### src/rtl/sb_arbiter.sv
`default_nettype none
// sb_arbiter: round-robin arbiter for two load/store masters sharing one word-wide data-memory slave.
// Sub-word stores become read-modify-write; loads are lane-extracted and sign/zero extended.
module sb_arbiter #(
    parameter int DATA_W = 32,
    parameter int ADDR_W = 32
) (
    input  logic              clk,
    input  logic              rst,
    input  logic              m0_req,
    input  logic              m0_re,
    input  logic              m0_we,
    input  logic              m0_un_sign,
    input  logic [3:0]        m0_byte_mask,
    input  logic [ADDR_W-1:0] m0_addr,
    input  logic [DATA_W-1:0] m0_wdata,
    output logic [DATA_W-1:0] m0_rdata_o,
    output logic              m0_ack_o,
    output logic              m0_err_o,
    input  logic              m1_req,
    input  logic              m1_re,
    input  logic              m1_we,
    input  logic              m1_un_sign,
    input  logic [3:0]        m1_byte_mask,
    input  logic [ADDR_W-1:0] m1_addr,
    input  logic [DATA_W-1:0] m1_wdata,
    output logic [DATA_W-1:0] m1_rdata_o,
    output logic              m1_ack_o,
    output logic              m1_err_o,
    input  logic [DATA_W-1:0] s_rdata,
    output logic              s_rw_o,
    output logic [ADDR_W-1:0] s_addr_o,
    output logic [DATA_W-1:0] s_wdata_o,
    output logic              busy_o
);
    typedef enum logic [2:0] {
        IDLE    = 3'd0,
        RD      = 3'd1,
        LD_DONE = 3'd2,
        WR      = 3'd3,
        RMW_RD  = 3'd4,
        RMW_WR  = 3'd5,
        ERR     = 3'd6
    } state_t;

    localparam logic [3:0] MASK_B = 4'b0001;
    localparam logic [3:0] MASK_H = 4'b0011;
    localparam logic [3:0] MASK_W = 4'b1111;

    state_t            state_q, state_d;
    logic              last_grant_q, last_grant_d;
    logic              cmd_sel_q, cmd_sel_d;
    logic              cmd_un_sign_q, cmd_un_sign_d;
    logic [3:0]        cmd_mask_q, cmd_mask_d;
    logic [1:0]        cmd_off_q, cmd_off_d;
    logic [15:0]       cmd_wdata_q, cmd_wdata_d;
    logic              s_rw_q, s_rw_d;
    logic [ADDR_W-1:0] s_addr_q, s_addr_d;
    logic [DATA_W-1:0] s_wdata_q, s_wdata_d;
    logic              m0_ack_q, m0_ack_d, m1_ack_q, m1_ack_d;
    logic              m0_err_q, m0_err_d, m1_err_q, m1_err_d;
    logic [DATA_W-1:0] m0_rdata_q, m0_rdata_d, m1_rdata_q, m1_rdata_d;

    logic              elig0, elig1, pick1, g_legal;
    logic              g_re, g_we, g_un_sign;
    logic [3:0]        g_mask;
    logic [ADDR_W-1:0] g_addr;
    logic [DATA_W-1:0] g_wdata;
    logic [4:0]        lane_sh;
    logic [DATA_W-1:0] lane_word, load_val, merged;

    always_comb begin
        // A master is masked in its own ack cycle so its stale req is not re-granted.
        elig0     = m0_req & ~m0_ack_q;
        elig1     = m1_req & ~m1_ack_q;
        pick1     = elig1 & (~elig0 | ~last_grant_q);
        g_re      = pick1 ? m1_re        : m0_re;
        g_we      = pick1 ? m1_we        : m0_we;
        g_un_sign = pick1 ? m1_un_sign   : m0_un_sign;
        g_mask    = pick1 ? m1_byte_mask : m0_byte_mask;
        g_addr    = pick1 ? m1_addr      : m0_addr;
        g_wdata   = pick1 ? m1_wdata     : m0_wdata;
        case (g_mask)
            MASK_B:  g_legal = 1'b1;
            MASK_H:  g_legal = ~g_addr[0];
            MASK_W:  g_legal = (g_addr[1:0] == 2'b00);
            default: g_legal = 1'b0;
        endcase
        g_legal = g_legal & (g_re ^ g_we);
    end

    always_comb begin
        lane_sh   = {cmd_off_q, 3'b000};
        lane_word = s_rdata >> lane_sh;
        case (cmd_mask_q)
            MASK_B:  load_val = {{(DATA_W-8){~cmd_un_sign_q & lane_word[7]}}, lane_word[7:0]};
            MASK_H:  load_val = {{(DATA_W-16){~cmd_un_sign_q & lane_word[15]}}, lane_word[15:0]};
            default: load_val = lane_word;
        endcase
        merged = s_rdata;
        if (cmd_mask_q == MASK_B) merged[lane_sh +: 8]  = cmd_wdata_q[7:0];
        else                      merged[lane_sh +: 16] = cmd_wdata_q;
    end

    always_comb begin
        state_d       = state_q;
        last_grant_d  = last_grant_q;
        cmd_sel_d     = cmd_sel_q;
        cmd_un_sign_d = cmd_un_sign_q;
        cmd_mask_d    = cmd_mask_q;
        cmd_off_d     = cmd_off_q;
        cmd_wdata_d   = cmd_wdata_q;
        s_addr_d      = s_addr_q;
        s_wdata_d     = s_wdata_q;
        s_rw_d        = 1'b0;
        m0_ack_d      = 1'b0;
        m1_ack_d      = 1'b0;
        m0_err_d      = 1'b0;
        m1_err_d      = 1'b0;
        m0_rdata_d    = '0;
        m1_rdata_d    = '0;
        case (state_q)
            IDLE: begin
                if (elig0 | elig1) begin
                    last_grant_d  = pick1;
                    cmd_sel_d     = pick1;
                    cmd_un_sign_d = g_un_sign;
                    cmd_mask_d    = g_mask;
                    cmd_off_d     = g_addr[1:0];
                    cmd_wdata_d   = g_wdata[15:0];
                    if (!g_legal) begin
                        state_d = ERR;
                    end else begin
                        s_addr_d = {g_addr[ADDR_W-1:2], 2'b00};
                        if (g_re) begin
                            state_d = RD;
                        end else if (g_mask == MASK_W) begin
                            state_d   = WR;
                            s_rw_d    = 1'b1;
                            s_wdata_d = g_wdata;
                        end else begin
                            state_d = RMW_RD;
                        end
                    end
                end
            end
            RD:     state_d = LD_DONE;
            RMW_RD: begin
                state_d = RMW_WR;
                s_rw_d  = 1'b1;
            end
            LD_DONE, WR, RMW_WR, ERR: begin
                state_d  = IDLE;
                m0_ack_d = ~cmd_sel_q;
                m1_ack_d = cmd_sel_q;
                m0_err_d = ~cmd_sel_q & (state_q == ERR);
                m1_err_d = cmd_sel_q & (state_q == ERR);
                if (state_q == LD_DONE) begin
                    if (cmd_sel_q) m1_rdata_d = load_val;
                    else           m0_rdata_d = load_val;
                end
            end
            default: state_d = IDLE;
        endcase
    end

    always_ff @(posedge clk or negedge rst) begin
        if (!rst) begin
            state_q       <= IDLE;
            last_grant_q  <= 1'b1;
            cmd_sel_q     <= 1'b0;
            cmd_un_sign_q <= 1'b0;
            cmd_mask_q    <= 4'b0000;
            cmd_off_q     <= 2'b00;
            cmd_wdata_q   <= '0;
            s_rw_q        <= 1'b0;
            s_addr_q      <= '0;
            s_wdata_q     <= '0;
            m0_ack_q      <= 1'b0;
            m1_ack_q      <= 1'b0;
            m0_err_q      <= 1'b0;
            m1_err_q      <= 1'b0;
            m0_rdata_q    <= '0;
            m1_rdata_q    <= '0;
        end else begin
            state_q       <= state_d;
            last_grant_q  <= last_grant_d;
            cmd_sel_q     <= cmd_sel_d;
            cmd_un_sign_q <= cmd_un_sign_d;
            cmd_mask_q    <= cmd_mask_d;
            cmd_off_q     <= cmd_off_d;
            cmd_wdata_q   <= cmd_wdata_d;
            s_rw_q        <= s_rw_d;
            s_addr_q      <= s_addr_d;
            s_wdata_q     <= s_wdata_d;
            m0_ack_q      <= m0_ack_d;
            m1_ack_q      <= m1_ack_d;
            m0_err_q      <= m0_err_d;
            m1_err_q      <= m1_err_d;
            m0_rdata_q    <= m0_rdata_d;
            m1_rdata_q    <= m1_rdata_d;
        end
    end

    // The merged word depends on the slave data returned in the RMW_WR cycle itself.
    assign s_wdata_o  = (state_q == RMW_WR) ? merged : s_wdata_q;
    assign s_rw_o     = s_rw_q;
    assign s_addr_o   = s_addr_q;
    assign busy_o     = (state_q != IDLE);
    assign m0_ack_o   = m0_ack_q;
    assign m1_ack_o   = m1_ack_q;
    assign m0_err_o   = m0_err_q;
    assign m1_err_o   = m1_err_q;
    assign m0_rdata_o = m0_rdata_q;
    assign m1_rdata_o = m1_rdata_q;
endmodule
`default_nettype wire

### config.mk
export PLATFORM = sky130hd
export DESIGN_NAME = sb_arbiter
export DESIGN_NICKNAME = d
export VERILOG_FILES = /design/src/rtl/sb_arbiter.sv
export SDC_FILE = /design/constraint.sdc
export NUM_CORES = 1
export LEC_CHECK = 0
export CAP_MARGIN = 15
export CORE_AREA = 2 2 140 142
export CTS_BUF_LIST = sky130_fd_sc_hd__clkbuf_16
export DETAILED_ROUTE_END_ITERATION = 10
export DIE_AREA = 0 0 142 144
export GPL_TIMING_DRIVEN = 0
export PLACE_DENSITY = 0.8
export SLEW_MARGIN = 10
export SYNTH_ARGS = -nofsm -noshare
export SYNTH_HDL_FRONTEND = slang
export SYNTH_SLANG_ARGS = --single-unit
### constraint.sdc
create_clock -name clk -period 7.6 [get_ports clk]
set_input_delay 1.52 -clock clk [delete_from_list [all_inputs] [get_ports clk]]
set_output_delay 1.52 -clock clk [all_outputs]
set_load 0.02 [all_outputs]
==> results.md <==
- Syn_area_per_cell: 9.61 sq um
- Sequence of cells on the critical path: clkinv_1 > clkbuf_1 > ha_1 > buf_2 > clkinv_1 > nor3_1 > a221oi_1 > o31ai_1 > clkdlybuf4s50_1
- Crit. End Element: output pin
- Final core utilization: 0.649
- First-pass GRT wire length: 44400 microns
- Htree depth: 4
- Pleak: 0.00539 uW
- Pwr Total: 4100 uW
- Cell Pwr Density: 331 nW/um^2
- Hold EP: s_addr_o[9]
- Crit path buf inv count: 5
- Fin Clk Skew: 15.8 ps
- Syn Inst Count: 872
- DRC viols: 0
- Post-synth top area share: 0.472
- CTS tree: done
- Hold crit path type: flop to flop
- Layout Nets: 1386
- Clock transition at path regs: 70 ps
- Sequential share of the synthesized area: 0.475
- Num CTS Buffers: 17
- N_diodes: 0
- CTS max path bufs: 2
- Reg-to-reg critical path endpoint: s_wdata_q[4]
- Wire per inst: 19.9 microns
- # hold bufs at CTS: 0
- Pre-CTS setup slack: 2270 ps
- Post-DP HPWL: 22600 microns
- Ratio of cells with drive above 1 in the final layout: 0.103
- Synth top area cells: dfrtp_1, mux2_2, o21ai_0
- CP top delay family: buffers and inverters
- DR vias/cell: 5.61
- Setup crit start kind: flop
- WHS: 508 ps
- Min cycle time layout: 6010 ps
- Input/output buffers: 309
- Critical Path Fanout Max: 13
- R2r startpoint: last_grant_q
- Final worst setup slack: 1590 ps
- DIE WIDTH: 142 microns
- Status: complete, no violations
- Max Freq: 166 MHz
- Most used cell, CP: clkinv_1
- Core area: 19100 sq um
- Reg2reg path depth: 7
- Slew Limit Fails: 0
- Final hold violation count: 0
- # IOs: 312
- Pin count of the biggest net entering global routing: 117
- Synth top cells by count: dfrtp_1, nand2_1, o21ai_0
- Worst path depth: 9
- Asr flop ratio synth: 1.00
- Final setup viols: 0
- Initial antenna violation count: 0
- Worst IR Drop VDD: 211 uV
- Setup bufs post-CTS: 0
- Max Cap Viol: 0
- Unique cell type count in the Yosys netlist: 55
- Final ANT Viol Nets: 0
- Mapped cell area: 8380 sq um
- DR pass1 iterations: 6
- Crit path required time: 6080 ps
- Total track usage: 0.285
- Slowest cell delay on critical path: 810 ps
- CP max-delay cell: nor3_1
- Routability cong.: 1.06
- Synth Flop Type: dfrtp_1
- Vias after detailed routing: 8154
- Post-synth EDFFs: 0
- Iteration-0 DRC Markers: 562
- Sum Neg Setup Slack: 0 ps
- Die ar.: 20400 sq um
- Starting density of the core: 0.439
- #FFs+latches synth: 159
- Routed wire length: 28900 microns
- Worst-margin pin slew: 1010 ps
- Rows: 51
- Hold path cells: 2
- GRT overflow: 0
- Root buffer cell: clkbuf_16
- RSZ-0062 raised after global routing: no
- Vias in the first global route: 7984
- Relative slew margins: 0.323
- Hold wc startpoint: s_addr_o[9]
- Worst Setup SP: cmd_off_q[0]
- Period utilization: 0.791
- Area leader, netlist: dfrtp_1
- Count leader, synth: dfrtp_1
- TritonCTS Sinks: 159
- Synth Warn #: 0
- R2r setup slk: 4990 ps
- CP arrival: 4490 ps
- Post-CTS Resized: 0
- Worst Setup Path Type: flop to output pin
- Die height: 144 microns
- Latest clock arrival within the worst-skew pair: 430 ps
- Layout area overhead: 47.8%
## registers in the layout (all words and copies together), names as in the netlist
name           cells
m1_rdata_o        32
m0_ack_o           1
cmd_wdata_q       16
cmd_un_sign_q      1
cmd_off_q          2
s_addr_o          30
last_grant_q       1
cmd_sel_q          1
state_q            3
m0_err_o           1
m0_rdata_o        32
cmd_mask_q         4
m1_err_o           1
s_wdata_q         32
s_rw_o             1
m1_ack_o           1
## worst max path at each step
stage / to / slack (ps)
after CTS: s_wdata_o[13] / 1800
after global placement: s_wdata_q[6] / -1100
after detailed placement: s_wdata_o[13] / 2270
after floorplan: s_wdata_o[0] / 3270
final: s_wdata_o[2] / 1590
after global routing: s_wdata_o[2] / 1430
## logic make-up (layout without fill, tap and decap cells)
group | after synthesis | in the layout | share of synthesized area
other | 1 | 2 | 0.000448
adder cells (fa/ha/maj) | 6 | 6 | 0.00896
AO/OA/AOI/OAI | 236 | 236 | 0.174
XOR/XNOR | 3 | 3 | 0.00314
flip-flops | 159 | 159 | 0.475
AND/OR/NAND/NOR | 274 | 274 | 0.149
multiplexers | 119 | 119 | 0.152
buffers and inverters | 74 | 416 | 0.0385
## per-layer routing
metal,vias up,GRT usage,share of wire
met1,3878,0.376,0.42
met3,55,0.0781,0.091
met5,-,0,0
li1,3787,-,-
met4,0,0.102,0.025
met2,434,0.455,0.47
## area by class of cell
type                       instances  area, sq um
inverter                           9         33.8
multi-input combinational        640         4080
buffer                            65          289
tap                              238          298
fill                            1582         6690
clock buffer                      17          425
sequential                       159         3980
clock inverter                    15          154
timing repair buffer             310         3130
## tightest hold or removal path, stage by stage (launching register included)
cell and delay, ps:
dfrtp_1 340, o21ai_0 70, o21ai_0 60
## report_power, final
part | internal (uW) | switching (uW)
registers | 1030 | 156
logic | 847 | 1230
clock network | 463 | 379
total | 2340 | 1760
## placed cells by master (no fill, tap or decap), drive strengths merged, types with 17 or more instances in the layout
cell type      instances
o21ai                124
dfrtp                158
nand2                143
nor3b                 19
a21oi                 28
clkbuf                67
nor2                  57
clkdlybuf4s50        308
buf                   17
mux2                  64
nor3                  25
mux2i                 55
a221oi                24
## through the flow
stage | std cells | instance area [sq um]
after floorplan | 873 | 8380
after global placement | 1420 | 11800
after detailed placement | 1421 | 11800
after CTS | 1453 | 12400
after global routing | 1453 | 12400
final | 1453 | 12400
No activity file was read; power rests on OpenSTA's default activity.
